$ cat config.mk
export PLATFORM = sky130hd
export DESIGN_NAME = retire_ctrl
export DESIGN_NICKNAME = d
export VERILOG_FILES = /design/src/rtl/sys_defs.sv /design/src/rtl/retire_select.sv /design/src/rtl/retire_ctrl.sv
export SDC_FILE = /design/constraint.sdc
export NUM_CORES = 1
export LEC_CHECK = 0
export CAP_MARGIN = 10
export CELL_PAD_IN_SITES_DETAIL_PLACEMENT = 1
export CELL_PAD_IN_SITES_GLOBAL_PLACEMENT = 1
export CORE_UTILIZATION = 16
export DETAILED_ROUTE_END_ITERATION = 8
export PLACE_DENSITY_LB_ADDON = 0.1
export SLEW_MARGIN = 20
export SYNTH_ARGS = -nofsm -noshare
export SYNTH_HDL_FRONTEND = slang
export SYNTH_SLANG_ARGS = --single-unit
$ cat constraint.sdc
create_clock -name clock -period 3 [get_ports clock]
set_input_delay 0.6 -clock clock [delete_from_list [all_inputs] [get_ports clock]]
set_output_delay 0.6 -clock clock [all_outputs]
set_load 0.01 [all_outputs]
$ cat src/rtl/sys_defs.sv
// sys_defs: shared ROB exit packet, retirement FSM states and stop causes.
// N and PHYS_REG_SZ fall back to defaults when not supplied by the build.
`default_nettype none

`ifndef N
`define N 3
`endif
`ifndef PHYS_REG_SZ
`define PHYS_REG_SZ 64
`endif

package sys_defs;

  localparam int PHYS_REG_SZ_DEF = `PHYS_REG_SZ;
  localparam int ARCH_REG_SZ_DEF = 32;
  localparam int PR_BITS         = $clog2(PHYS_REG_SZ_DEF);
  localparam int AR_BITS         = $clog2(ARCH_REG_SZ_DEF);

  typedef struct packed {
    logic [PR_BITS-1:0] T_new;
    logic [PR_BITS-1:0] T_old;
    logic [AR_BITS-1:0] Tarch;
    logic               has_dest;
    logic               complete;
    logic               mispredict;
    logic               halt;
  } ROB_EXIT_PACKET;

  typedef enum logic [1:0] {
    RS_RUN     = 2'd0,
    RS_RECOVER = 2'd1,
    RS_HALTED  = 2'd2
  } RETIRE_STATE;

  typedef enum logic [1:0] {
    STOP_NONE       = 2'd0,
    STOP_MISPREDICT = 2'd1,
    STOP_HALT       = 2'd2
  } STOP_CAUSE;

endpackage

`default_nettype wire

$ cat src/rtl/retire_select.sv
// retire_select: in-order prefix scan of the ROB head; yields the retire mask,
// the retire count and why the scan stopped early (mispredict/halt).
`default_nettype none

module retire_select
  import sys_defs::*;
#(
  parameter int N               = `N,
  localparam int NUM_SCALAR_BITS = $clog2(N+1)
) (
  input  logic                       enable,
  input  logic [N-1:0]               complete,
  input  logic [N-1:0]               mispredict,
  input  logic [N-1:0]               halt,
  input  logic [NUM_SCALAR_BITS-1:0] outputs_valid,
  output logic [N-1:0]               retire_mask,
  output logic [NUM_SCALAR_BITS-1:0] num_retiring,
  output STOP_CAUSE                  stop_cause
);

  logic blocked;

  always_comb begin
    retire_mask  = '0;
    num_retiring = '0;
    stop_cause   = STOP_NONE;
    blocked      = !enable;
    for (int i = 0; i < N; i++) begin
      if (!blocked && (i < int'(outputs_valid)) && complete[i]) begin
        retire_mask[i] = 1'b1;
        num_retiring   = num_retiring + NUM_SCALAR_BITS'(1);
        // Halt outranks mispredict on the same slot: no flush after a halt.
        if (halt[i]) begin
          stop_cause = STOP_HALT;
          blocked    = 1'b1;
        end else if (mispredict[i]) begin
          stop_cause = STOP_MISPREDICT;
          blocked    = 1'b1;
        end
      end else begin
        blocked = 1'b1;
      end
    end
  end

endmodule

`default_nettype wire

$ cat src/rtl/retire_ctrl.sv
// retire_ctrl: N-wide in-order retirement with flush sequencing and halt freeze.
// Optional RETIRE_PERF_EN adds saturating retired/stall performance counters.
`default_nettype none

module retire_ctrl
  import sys_defs::*;
#(
  parameter int N              = `N,
  parameter int PHYS_REG_SZ    = `PHYS_REG_SZ,
  parameter int ARCH_REG_SZ    = 32,
  parameter int RECOVER_CYCLES = 2,
  parameter int CNT_W          = 32,
  localparam int PR_BITS         = $clog2(PHYS_REG_SZ),
  localparam int AR_BITS         = $clog2(ARCH_REG_SZ),
  localparam int NUM_SCALAR_BITS = $clog2(N+1)
) (
  input  logic                            clock,
  input  logic                            reset,
  input  ROB_EXIT_PACKET [N-1:0]          rob_outputs,
  input  logic [NUM_SCALAR_BITS-1:0]      outputs_valid,
  output logic [NUM_SCALAR_BITS-1:0]      num_retiring,
  output logic [N-1:0]                    free_valid,
  output logic [N-1:0][PR_BITS-1:0]       free_reg,
  output logic [N-1:0]                    amt_wr_en,
  output logic [N-1:0][AR_BITS-1:0]       amt_wr_arch,
  output logic [N-1:0][PR_BITS-1:0]       amt_wr_phys,
  output logic                            flush,
  output logic                            recover_busy,
`ifdef RETIRE_PERF_EN
  output logic [CNT_W-1:0]                retired_count,
  output logic [CNT_W-1:0]                stall_cycles,
`endif
  output logic                            halted
);

  RETIRE_STATE state_q, state_d;
  logic [3:0]  rec_cnt_q, rec_cnt_d;
  logic        flush_q, flush_d;

  logic [N-1:0] complete, mispredict, halt, retire_mask;
  STOP_CAUSE    stop_cause;
  logic         scan_en;

  assign scan_en = (state_q == RS_RUN) && !reset;

  for (genvar i = 0; i < N; i++) begin : g_unpack
    assign complete[i]   = rob_outputs[i].complete;
    assign mispredict[i] = rob_outputs[i].mispredict;
    assign halt[i]       = rob_outputs[i].halt;
  end

  retire_select #(.N(N)) u_select (
    .enable        (scan_en),
    .complete      (complete),
    .mispredict    (mispredict),
    .halt          (halt),
    .outputs_valid (outputs_valid),
    .retire_mask   (retire_mask),
    .num_retiring  (num_retiring),
    .stop_cause    (stop_cause)
  );

  for (genvar i = 0; i < N; i++) begin : g_slot
    logic wr;
    assign wr             = retire_mask[i] && rob_outputs[i].has_dest;
    assign amt_wr_en[i]   = wr;
    assign free_valid[i]  = wr;
    assign amt_wr_arch[i] = wr ? AR_BITS'(rob_outputs[i].Tarch) : '0;
    assign amt_wr_phys[i] = wr ? PR_BITS'(rob_outputs[i].T_new) : '0;
    assign free_reg[i]    = wr ? PR_BITS'(rob_outputs[i].T_old) : '0;
  end

  always_comb begin
    state_d   = state_q;
    rec_cnt_d = rec_cnt_q;
    flush_d   = 1'b0;
    case (state_q)
      RS_RUN: begin
        if (stop_cause == STOP_MISPREDICT) begin
          state_d   = RS_RECOVER;
          rec_cnt_d = 4'(RECOVER_CYCLES - 1);
          flush_d   = 1'b1;
        end else if (stop_cause == STOP_HALT) begin
          state_d = RS_HALTED;
        end
      end
      RS_RECOVER: begin
        if (rec_cnt_q == 4'd0) begin
          state_d = RS_RUN;
        end else begin
          rec_cnt_d = rec_cnt_q - 4'd1;
        end
      end
      RS_HALTED: state_d = RS_HALTED;
      default:   state_d = RS_RUN;
    endcase
  end

  always_ff @(posedge clock) begin
    if (reset) begin
      state_q   <= RS_RUN;
      rec_cnt_q <= 4'd0;
      flush_q   <= 1'b0;
    end else begin
      state_q   <= state_d;
      rec_cnt_q <= rec_cnt_d;
      flush_q   <= flush_d;
    end
  end

  assign flush        = flush_q;
  assign recover_busy = (state_q == RS_RECOVER);
  assign halted       = (state_q == RS_HALTED);

`ifdef RETIRE_PERF_EN
  logic [CNT_W-1:0] retired_count_q, retired_count_d;
  logic [CNT_W-1:0] stall_cycles_q, stall_cycles_d;
  logic [CNT_W:0]   retired_sum;

  always_comb begin
    retired_sum     = {1'b0, retired_count_q} + (CNT_W+1)'(num_retiring);
    retired_count_d = retired_sum[CNT_W] ? '1 : retired_sum[CNT_W-1:0];
    stall_cycles_d  = stall_cycles_q;
    if ((state_q == RS_RUN) && (outputs_valid != '0) && (num_retiring == '0)
        && !(&stall_cycles_q)) begin
      stall_cycles_d = stall_cycles_q + CNT_W'(1);
    end
  end

  always_ff @(posedge clock) begin
    if (reset) begin
      retired_count_q <= '0;
      stall_cycles_q  <= '0;
    end else begin
      retired_count_q <= retired_count_d;
      stall_cycles_q  <= stall_cycles_d;
    end
  end

  assign retired_count = retired_count_q;
  assign stall_cycles  = stall_cycles_q;
`endif

endmodule

`default_nettype wire

==> Word level (Yosys, flattened, before mapping) <==
Index checks and enable logic that the tools add are counted.
{ "classes": {"addsub": 3, "order_cmp": 3, "n_eq_ne": 8, "mux": 38, "bitwise": 1, "n_reduce_logical": 20} }
{ "ops": {"columns": ["cell", "n"], "rows": [
  ["two-way mux 6 bit", 6],
  ["two-way mux 2 bit", 13],
  ["two-way mux 5 bit", 3],
  ["two-way mux 1 bit", 12],
  ["logical AND 1 bit", 10],
  ["two-way mux 4 bit", 2],
  ["case mux 4 bit (2 select lines)", 1],
  ["case mux 2 bit (3 select lines)", 1],
  ["equality test 2 x 1 -> 1 bit (second input constant)", 2],
  ["equality test 2 bit (second input constant)", 2],
  ["logical NOT 1 bit", 4],
  ["logical NOT 4 bit", 1],
  ["less-than comparator 1 x 2 -> 1 bit (first input constant)", 2],
  ["!= test 2 x 1 -> 1 bit (second input constant)", 2],
  ["subtractor 4 x 1 -> 4 bit (second input constant)", 1],
  ["!= test 3 x 1 -> 1 bit (second input constant)", 1],
  ["AND reduction 3 bit", 1],
  ["adder 1 x 1 -> 2 bit (second input constant)", 1],
  ["adder 2 x 1 -> 2 bit (second input constant)", 1],
  ["logical NOT 2 bit", 1],
  ["less-than comparator 2 bit (first input constant)", 1],
  ["!= test 2 bit (second input constant)", 1],
  ["AND reduction 2 bit", 1],
  ["nonzero test 2 bit", 1],
  ["other kinds (2)", 2]
]} }
{ "totals": {"ff_bits": 7, "inputBits": 67, "out_inout_bits": 62, "wordCells": 76} }

==> Depth between registers and ports, before layout <==
{ "logic_depth": {"word_depth": 18, "depth_mapped": 8, "mapped_depth_nobuf": 6} }

==> Modules after synthesis <==
A second synthesis with hierarchy kept.
{ "unflattened": {"cells_unflattened": 123, "area_unflattened_um2": 925.9} }
{ "by_module_without_submodules": {"columns": ["module", "n_inst", "cells_per_inst", "area_each_um2", "seq_area_each_um2"], "rows": [
  ["retire_ctrl", 1, 103, 744.5, 140.1],
  ["retire_select", 1, 20, 181.4, 0.0]
]} }

==> Least setup slack after synthesis <==
OpenSTA, ideal clock, no wires.
{ "synth_timing": {"path_type": "input -> output", "from": "in reset", "to": "out num_retiring[0]", "arrival_ns": 1.933, "required_ns": 2.400, "path_slack_ns": 0.467, "stages": 7, "n_path_buf": 3, "path_cell_list": "buf_6 nor4b_4 o21a_4 buf_2 buf_2 ha_1 xor2_1"} }
{ "synth_between": {"elab_chain_cells": 14, "elab_cells_between_ends": 22, "cone_classes": "add/sub: 2; mux: 9; reduce/logical: 11"} }
{ "synth_rtl": {"columns": ["item", "line", "source"], "rows": [
  ["from (decl)", "retire_ctrl.sv:18", "input logic reset,"],
  ["logical NOT 1 bit *", "retire_ctrl.sv:44", "assign scan_en = (state_q == RS_RUN) && !reset;"],
  ["logical AND 1 bit *", "retire_ctrl.sv:44", null],
  ["parallel branches: the longest is 11 deep, another holds adder 2 x 1 -> 2 bit", null, null],
  ["two-way mux 2 bit *", "retire_select.sv:29", "if (!blocked && (i < int'(outputs_valid)) && complete[i]) begin"],
  ["to (decl)", "retire_ctrl.sv:21", "output logic [NUM_SCALAR_BITS-1:0] num_retiring,"]
]} }
Mark *: on every way between the ends.

==> impl_metrics.tcl <==
set metrics [dict create \
    status "finished clean" \
    yosys_most_used_dff "sky130_fd_sc_hd__dfxtp_1" \
    half_perimeter_wire_length_of_the_detailed_placement_result_um 3560 \
    cts.reportedPaths.clkPinSlew_ns 0.04 \
    worst_ir_drop_vdd_v 0.0000987 \
    critical_path.max_fanout 10 \
    max_cap_violations 0 \
    start_util_pct 17.0 \
    met2_length_um 2020 \
    synth_nets 195 \
    antenna_cells 0 \
    start_kind "input port" \
    synthDominantAreaCellType "sky130_fd_sc_hd__and3_1" \
    synth_edf_count 0 \
    critical_path_depth 7 \
    reg2reg_slack_ns 1.24 \
    setup.worst_path.class "in -> out" \
    cts-root-to-sink-buffers 2 \
    layout_worst_path_cycle_share_pct 97.1 \
    timing.reg2reg.worst_path_depth 7 \
    cts_num_sinks 7 \
    max_freq_ghz 0.343 \
    setup_viol 0 \
    post_synthesis_area_per_instance_um2 7.75 \
    clock_tree.htree_level_count 1 \
    io-pin-count 129 \
    wirelength_um 4140 \
    cp_slowest_cell "sky130_fd_sc_hd__clkdlybuf4s50_1" \
    whs_ns 0.521 \
    mappedNetlistArea_um2 961 \
    crit_path_cell_trace "clkdlybuf4s50_1 -> nor4b_4 -> and4_4 -> buf_4 -> buf_6 -> and3_1 -> dlygate4sd2_1" \
    met3_length_um 485 \
    layout.cell_area.non_filler_um2 2350 \
    die_width_um 79.5 \
    placement_rows 27 \
    global_route_usage_over_all_layers_pct 12.1 \
    commonest_cells_in_the_netlist "sky130_fd_sc_hd__and3_1 (35), sky130_fd_sc_hd__and2_1 (20), sky130_fd_sc_hd__dfxtp_1 (7), sky130_fd_sc_hd__inv_1 (7), sky130_fd_sc_hd__buf_4 (6)" \
    total_leakage_power_nw 1.32 \
    synth_cells 124 \
    gp_congestion 0.756 \
    first_pass_drt_iterations 4 \
    num-fill-cells 718 \
    dieArea_um2 6320 \
    syn_to_final_growth_pct 145 \
    via_per_inst 4.27 \
    initialDrtViolationCount 19 \
    grt-ovfl-total 0 \
    seq_area_um2 140 \
    drc 0 \
    netlist_top_cells_area "sky130_fd_sc_hd__and3_1 (23%), sky130_fd_sc_hd__dfxtp_1 (15%), sky130_fd_sc_hd__and2_1 (13%)" \
    max_slew_violation_count 0 \
    multi_input_comb_area_um2 731 \
    antenna_violations_before_repair 0 \
    final_nets 328 \
    vias_in_the_first_global_route 1388 \
    hold_path.class "reg -> reg" \
    async_set_or_reset_flop_fraction_in_the_synthesized_netlist_pct 0 \
    clock_tree.root_cell "sky130_fd_sc_hd__clkbuf_8" \
    post-place-ws_ns -0.322 \
    dpl_cell_area_um2 2360 \
    critical_path_required_ns 2.40 \
    timing.final.ws_setup_ns 0.0865 \
    crit_buf_inv 4 \
    ys_ff_latch 7 \
    final_hold_vios 0 \
    setup-tns-final_ns 0 \
    port-buffer-count 128 \
    antenna_violating_nets_left 0 \
    endpoint_kind "primary output" \
    fin_crit_ns 2.91 \
    synth_sequential_area_ratio_pct 14.6 \
    slew_headroom_pct 68.8 \
    cts_buffers 3 \
    worstPathArrival_ns 2.31 \
    rsz0062_at_grt "no" \
    die_y_um 79.5 \
    yosysUniqueCellTypes 35 \
    worst_clock_skew_ns 0.00107 \
    core_area_um2 5640 \
    grt_max_degree 20 \
    wire_length_of_the_first_global_routing_pass_um 6150 \
    dr_total_vias 1401 \
    power.density_nw_per_um2 164 \
    topRoutingLayerUsed "met4" \
    slew_worst_pin_ns 0.467 \
    highest_cell_delay_on_the_worst_timing_path_ns 0.46 \
    synth.top_cell.area_share_pct 22.8 \
    post_drt_wl_per_cell_um 12.6 \
    insertion_delay_ns 0.22 \
    worstHoldPathCells 2 \
    synth-warning-count 0 \
    yosys.cell_count.top_type "sky130_fd_sc_hd__and3_1" \
    met1_length_um 1580 \
    path_delay_family "buffers and inverters" \
    cts_tree "built" \
    share_of_cells_above_drive_strength_1_pct 15.2 \
]
-- cells by family (layout without fill, tap and decap cells) --
group	count (synthesis)	in the layout	synth area share [%]
multiplexers	2	2	2.08
buffers and inverters	23	155	12.8
flip-flops	7	7	14.6
AO/OA/AOI/OAI	15	15	14.5
AND/OR/NAND/NOR	72	72	50.0
adder cells (fa/ha/maj)	4	4	5.21
XOR/XNOR	1	1	0.912
-- per-layer routing --
metal	track usage [%]	vias to the layer above
li1	-	694
met1	13.0	618
met2	21.8	83
met3	4.34	6
met4	3.82	0
met5	0	-
-- power by group --
group | switching, mW | internal, mW
Combinational | 0.0479 | 0.112
Sequential | 0.00213 | 0.0955
Clock | 0.0380 | 0.0917
Total | 0.0881 | 0.299
-- worst reg2reg max path: stages (launching register included) --
cell and delay, ns:
sky130_fd_sc_hd__dfxtp_1 0.34, sky130_fd_sc_hd__nor4b_4 0.36, sky130_fd_sc_hd__buf_4 0.18, sky130_fd_sc_hd__o21a_4 0.13, sky130_fd_sc_hd__buf_6 0.16, sky130_fd_sc_hd__a32oi_2 0.14, sky130_fd_sc_hd__nor2_4 0.20, sky130_fd_sc_hd__a311oi_2 0.11
-- cell usage in the layout (no fill, tap or decap), types with 2 or more instances in the layout --
master	count
sky130_fd_sc_hd__and2_1	20
sky130_fd_sc_hd__nand2_1	2
sky130_fd_sc_hd__a21oi_1	4
sky130_fd_sc_hd__o21ai_0	2
sky130_fd_sc_hd__buf_4	11
sky130_fd_sc_hd__dlygate4sd2_1	47
sky130_fd_sc_hd__clkdlybuf4s50_1	69
sky130_fd_sc_hd__or4_1	2
sky130_fd_sc_hd__ha_1	4
sky130_fd_sc_hd__and3_1	35
sky130_fd_sc_hd__mux2i_1	2
sky130_fd_sc_hd__nor3_1	3
sky130_fd_sc_hd__buf_6	2
sky130_fd_sc_hd__dfxtp_1	7
sky130_fd_sc_hd__clkbuf_2	10
sky130_fd_sc_hd__inv_1	7
sky130_fd_sc_hd__buf_12	2
sky130_fd_sc_hd__clkdlybuf4s15_1	2
sky130_fd_sc_hd__nor4bb_4	2
sky130_fd_sc_hd__clkbuf_8	3
-- metrics by stage --
step                      std cells  util, %  total power [mW]
after global routing            328     41.7             0.413
final                           328     41.7             0.387
after global placement          322     41.9             0.259
after CTS                       328     42.0             0.392
after floorplan                 124        -             0.140
after detailed placement        322     41.9             0.261
-- path summary, 6_finish.rpt --
| path | from | to |
|---|---|---|
| worst max-delay path | reset | amt_wr_arch[11] |
| worst min-delay path | rec_cnt_q[1] | rec_cnt_q[1] |
| worst max register to register | state_q[1] | rec_cnt_q[2] |
| worst min register to register | rec_cnt_q[1] | rec_cnt_q[1] |
-- state kept, by name, summed over array words and instances, names as in the netlist --
signal and count:
state_q 2, rec_cnt_q 4, flush 1
-- area by class of cell --
class                           count  share of cell area [%]
Inverter                            8                    1.28
Multi-Input combinational cell     94                    31.0
Sequential cell                     7                    5.95
Clock buffer                        4                    1.91
Tap cell                           72                    3.83
Timing Repair Buffer              143                    56.0
-- what timing repair did --
item	4_1_cts	5_1_grt
hold buffers	0	0
cloned	0	0
endpoints found under the setup margin	59	16
pin swaps	1	0
setup buffers	2	0
gates resized for setup	64	26
Power figures use the tool's default switching activity.
